File: src/rtl/gshare_predictor.sv
// -----------------------------------------------------------------------------
// gshare_predictor
//
// Global-history branch direction predictor for the fetch stage.
//
// A speculative global history register (GHR) is shifted at prediction time
// and indexes a table of saturating counters, either directly (MODE=0) or
// XORed with PC bits [GHR_WIDTH+1:2] (MODE=1, gshare). Execute writes
// outcomes back using the GHR snapshot that fetch carried down the pipeline.
// That snapshot is also used to repair the GHR on a mispredict. After reset a
// sweep clears every counter to weakly-not-taken before `ready` rises.
//
// Parameters
//   GHR_WIDTH    history length and table index width
//   TABLE_DEPTH  number of counters; must equal 2**GHR_WIDTH
//   CTR_WIDTH    saturating counter width (>= 2)
//   PC_WIDTH     program counter width
//   MODE         0: index = GHR, 1: index = GHR ^ pc[GHR_WIDTH+1:2]
//
// Ports
//   clk             clock, rising edge
//   rst             synchronous active-high reset
//   pred_valid      fetch presents a branch for prediction
//   pred_pc         PC of the predicted branch
//   Stall_Detected  blocks the speculative GHR shift
//   pred_taken      predicted direction (combinational)
//   pred_ghr        current speculative GHR (snapshot for the pipeline)
//   ready           table initialised, predictions/updates accepted
//   upd_valid       execute resolves a branch
//   upd_pc          PC of the resolved branch
//   upd_ghr         GHR snapshot taken when the branch was predicted
//   upd_taken       actual outcome
//   upd_mispredict  prediction was wrong (qualified by upd_valid)
// -----------------------------------------------------------------------------
module gshare_predictor #(
    parameter int GHR_WIDTH   = 3,
    parameter int TABLE_DEPTH = 1 << GHR_WIDTH,
    parameter int CTR_WIDTH   = 2,
    parameter int PC_WIDTH    = 32,
    parameter int MODE        = 1
) (
    input  logic                 clk,
    input  logic                 rst,
    input  logic                 pred_valid,
    input  logic [PC_WIDTH-1:0]  pred_pc,
    input  logic                 Stall_Detected,
    output logic                 pred_taken,
    output logic [GHR_WIDTH-1:0] pred_ghr,
    output logic                 ready,
    input  logic                 upd_valid,
    input  logic [PC_WIDTH-1:0]  upd_pc,
    input  logic [GHR_WIDTH-1:0] upd_ghr,
    input  logic                 upd_taken,
    input  logic                 upd_mispredict
);

    typedef enum logic {
        ST_INIT = 1'b0,
        ST_RUN  = 1'b1
    } state_t;

    // Weakly-not-taken: MSB clear, all lower bits set.
    localparam logic [CTR_WIDTH-1:0] CTR_WNT  = {1'b0, {(CTR_WIDTH-1){1'b1}}};
    localparam logic [CTR_WIDTH-1:0] CTR_ONE  = CTR_WIDTH'(1);
    localparam logic [GHR_WIDTH-1:0] LAST_IDX = GHR_WIDTH'(TABLE_DEPTH - 1);

    state_t                 r_state;
    state_t                 w_state_nxt;
    logic [GHR_WIDTH-1:0]   r_sweep_idx;
    logic [GHR_WIDTH-1:0]   r_ghr;
    logic [CTR_WIDTH-1:0]   r_ctr [TABLE_DEPTH];

    logic                   w_run;
    logic                   w_sweep_we;
    logic                   w_upd_we;
    logic [GHR_WIDTH-1:0]   w_pidx;
    logic [GHR_WIDTH-1:0]   w_uidx;
    logic                   w_ctr_msb;
    logic [CTR_WIDTH-1:0]   w_upd_cur;
    logic [CTR_WIDTH-1:0]   w_upd_nxt;
    logic                   w_unused;

    // In MODE=0 the PC inputs do not reach the index; fold them here so the
    // unused-bit lint stays quiet without touching the port list.
    assign w_unused = &{1'b0, pred_pc, upd_pc};

    // -------------------------------------------------------------------------
    // FSM: INIT sweeps the table, RUN serves predictions and updates.
    // -------------------------------------------------------------------------
    always_ff @(posedge clk) begin
        if (rst) begin
            r_state <= ST_INIT;
        end else begin
            r_state <= w_state_nxt;
        end
    end

    always_comb begin
        w_state_nxt = r_state;
        w_run       = 1'b0;
        w_sweep_we  = 1'b0;
        case (r_state)
            ST_INIT: begin
                w_sweep_we = !rst;
                if (!rst && (r_sweep_idx == LAST_IDX)) begin
                    w_state_nxt = ST_RUN;
                end
            end
            ST_RUN: begin
                w_run = !rst;
            end
            default: begin
                w_state_nxt = ST_INIT;
            end
        endcase
    end

    always_ff @(posedge clk) begin
        if (rst) begin
            r_sweep_idx <= '0;
        end else if (w_sweep_we) begin
            r_sweep_idx <= r_sweep_idx + GHR_WIDTH'(1);
        end
    end

    // -------------------------------------------------------------------------
    // Index generation
    // -------------------------------------------------------------------------
    always_comb begin
        w_pidx = r_ghr;
        w_uidx = upd_ghr;
        if (MODE != 0) begin
            w_pidx = r_ghr   ^ pred_pc[GHR_WIDTH+1:2];
            w_uidx = upd_ghr ^ upd_pc[GHR_WIDTH+1:2];
        end
    end

    // -------------------------------------------------------------------------
    // Prediction: reads the registered table, so a same-cycle update to the
    // same entry is seen only from the next cycle.
    // -------------------------------------------------------------------------
    assign w_ctr_msb  = r_ctr[w_pidx][CTR_WIDTH-1];
    assign pred_taken = w_run & w_ctr_msb;
    assign pred_ghr   = rst ? '0 : r_ghr;
    assign ready      = w_run;

    // -------------------------------------------------------------------------
    // Counter update (saturating)
    // -------------------------------------------------------------------------
    assign w_upd_we  = w_run & upd_valid;
    assign w_upd_cur = r_ctr[w_uidx];

    always_comb begin
        w_upd_nxt = w_upd_cur;
        if (upd_taken) begin
            if (w_upd_cur != '1) begin
                w_upd_nxt = w_upd_cur + CTR_ONE;
            end
        end else begin
            if (w_upd_cur != '0) begin
                w_upd_nxt = w_upd_cur - CTR_ONE;
            end
        end
    end

    // The table itself has no reset; the INIT sweep initialises it.
    always_ff @(posedge clk) begin
        if (w_sweep_we) begin
            r_ctr[r_sweep_idx] <= CTR_WNT;
        end else if (w_upd_we) begin
            r_ctr[w_uidx] <= w_upd_nxt;
        end
    end

    // -------------------------------------------------------------------------
    // Global history: repair from the snapshot wins over a speculative shift.
    // -------------------------------------------------------------------------
    always_ff @(posedge clk) begin
        if (rst) begin
            r_ghr <= '0;
        end else if (w_run) begin
            if (upd_valid && upd_mispredict) begin
                r_ghr <= {upd_taken, upd_ghr[GHR_WIDTH-1:1]};
            end else if (pred_valid && !Stall_Detected) begin
                r_ghr <= {w_ctr_msb, r_ghr[GHR_WIDTH-1:1]};
            end
        end
    end

endmodule

File: config.mk
export PLATFORM = sky130hd
export DESIGN_NAME = gshare_predictor
export DESIGN_NICKNAME = d
export VERILOG_FILES = /design/src/rtl/gshare_predictor.sv
export SDC_FILE = /design/constraint.sdc
export NUM_CORES = 1
export LEC_CHECK = 0
export ABC_AREA = 1
export CAP_MARGIN = 10
export CORE_UTILIZATION = 43
export DETAILED_ROUTE_END_ITERATION = 8
export DONT_BUFFER_PORTS = 1
export GPL_ROUTABILITY_DRIVEN = 0
export PLACE_DENSITY = 0.61
export SLEW_MARGIN = 20
export SYNTH_ARGS = -nofsm -noshare
export SYNTH_HDL_FRONTEND = slang
export SYNTH_SLANG_ARGS = --single-unit
File: constraint.sdc
create_clock -name clk -period 2.5 [get_ports clk]
set_input_delay 0.375 -clock clk [delete_from_list [all_inputs] [get_ports clk]]
set_output_delay 0.375 -clock clk [all_outputs]
set_load 0.005 [all_outputs]
==> results.cfg <==
[cts]
clock_sinks = 23
cts-root-buf = clkbuf_4
cts_tree = built
cts_made_buffers = 3
clkTransAtPathRegs_ps = 130
cts.path.max_buffers = 2
clk_latency_ps = 310
cts_hold_buf = 0
cts_resized = 0
htreeDepth = 1
cts_setup_buffers = 0

[power]
p_leak_uw = 0.000582
power_switching_uw = 191
ir_drop_v = 0.000255
switching_share_pct = 27.2
total_power_uw = 703
powerDensity_nw_per_um2 = 510
p_int_uw = 511
share_comb_of_total_power_pct = 15.1
clock_power_share_pct = 25.3
power_frac_seq_pct = 59.7

[timing]
hold-worst-slack_ps = 153
setup_viol = 0
slew_headroom_pct = 61.6
tightest_slew_ps = 575
grt_setup_unrepaired = false
clock-skew-final_ps = 2.28
fmax_ghz = 0.535
min_period_ps = 1870
tns_ps = 0
layout_setup_ws_ps = 631
hold_violations = 0
slew_viol_final = 0
finalCritPeriodShare_pct = 74.7

[floorplanning]
core.rowCount = 19
die_y_um = 57.3
core_um2 = 2830
dieArea_um2 = 3280
die_w_um = 57.3
num_io_pins = 79
start_util_pct = 46.4

[global_route]
grt_pass1_vias = 1017
grt_max_degree = 14
antenna_found_initial = 0
grt_usage_pct = 18.1
grt_pass1_wl_mm = 4.55
overflow = 0

[logic_synthesis]
ys_seq_elements = 23
seq_area_frac_synth_pct = 47.3
syn_area_um2 = 1310
ys_async_sr_fraction_pct = 0
syn-mean-instance-area_um2 = 8.00
synth_cell_types = 22
ys.warnings.count = 0
synthCells = 164
synth_edf_count = 16
synthFlopType = edfxtp_1
synth_nets = 240

[critical_path]
start_kind = register
cp.required_ps = 2120
worstPathMaxFanout = 3
worst-setup-path-type = register to primary output
end_kind = primary output
crit_arrival_ps = 1490

[layout]
fin_nets = 245
final_core_util_pct = 48.7
drive_gt1_share_pct = 11.3
fillers = 285
n_antenna_cell = 0
areaGrowthSynthToFinish_pct = 5.05

[run]
cap_viol_max_count = 0

[routing]
wirelength_mm = 2.65
drtIter0Drc = 58
dr.pass1.iters = 8
ant_nets = 0
vias = 1042
drcViolationCount = 2
viasPerCell = 5.24
wl_per_cell_um = 13.3

[run_status]
status = complete, but fails checks
violations = DRC

[place]
place_ws_ps = 665
portBuffers = 0
dp_hpwl_mm = 2.12

[min_path]
hold_class = input pin to register
## power by group through the flow
stage	logic, µW	clock network [µW]	registers (µW)
after floorplan	86.5	0	426
after global routing	123	196	421
after global placement	103	0	428
after CTS	106	182	419
after detailed placement	105	0	428
final	106	177	419
## through the flow
stage               cell area [µm²]  instances
CTS                            1380        199
floorplan                      1310        164
global route                   1380        199
global placement               1350        195
finish                         1380        199
detailed placement             1350        195
## per-layer routing
layer	global-route usage [%]	up-vias	wire length, µm
li1	-	544	-
met1	24.2	476	1270
met2	30.8	20	1220
met3	2.49	2	150
met4	5.23	0	13
met5	0	-	0
## cell type report
class	instances	area [µm²]	area share, %
clock buffers	3	22.5	1.63
clock inverters	1	5.00	0.363
inverters	22	87.6	6.35
multi-input cells	119	604	43.8
flip-flops and latches	23	621	45.0
well taps	31	38.8	2.81
## state kept, by name, indices dropped and copies added (netlist names)
register / cells
r_ctr: 16
r_ghr: 3
r_sweep_idx: 3
r_state: 1
## cell families (layout without fill, tap and decap cells)
family / after synthesis / in the layout / synth area share, %
xor+xnor: 5 / 5 / 3.34
buf+inv: 22 / 26 / 6.67
simple gates: 96 / 96 / 32.7
flops: 23 / 23 / 47.3
compound gates: 16 / 16 / 8.10
fa+ha+maj: 2 / 2 / 1.91
## Yosys cell counts, types with 2 or more instances
master / number / area (µm²)
a21oi_1: 2 / 10.0
edfxtp_1: 16 / 480
xnor2_1: 4 / 35.0
o21ai_0: 6 / 30.0
dfxtp_1: 7 / 140
nand3_2: 2 / 20.0
a22o_1: 2 / 17.5
o21ai_2: 3 / 26.3
nand2_1: 51 / 191
ha_1: 2 / 25.0
inv_1: 20 / 75.1
nand2_2: 5 / 31.3
nand3_1: 23 / 115
nor2_1: 13 / 48.8
## critical path, stage by stage (launching register included)
cell      delay (ps)
dfxtp_1          350
xnor2_1          290
inv_1            110
o211ai_1         100
nand3_1          130
a21oi_1          210
## worst paths after layout
kind	start	end	slack [ps]	depth (start not counted)
worst max register to register	r_state	r_ctr[1][1]	900	8
worst min register to register	r_sweep_idx[0]	r_sweep_idx[0]	530	2
worst max-delay path	r_ghr[1]	pred_taken	630	5
worst min-delay path	rst	r_state	150	1
## cells in the final DEF, fill, tap and decap left out
cell,instances
nand2_2,5
o21ai_0,6
nor2_4,1
nand3_2,2
nand3_1,23
a31oi_1,1
nor2_1,13
a21oi_1,2
xor2_1,1
inv_2,1
nand2_1,51
o211ai_1,1
dfxtp_1,7
edfxtp_1,16
o21ai_2,3
a21oi_2,1
xnor2_1,4
ha_1,2
a22o_1,2
clkbuf_4,3
inv_6,1
clkinv_2,1
nand2_4,1
inv_1,20
(Power assumes the default switching activity.)
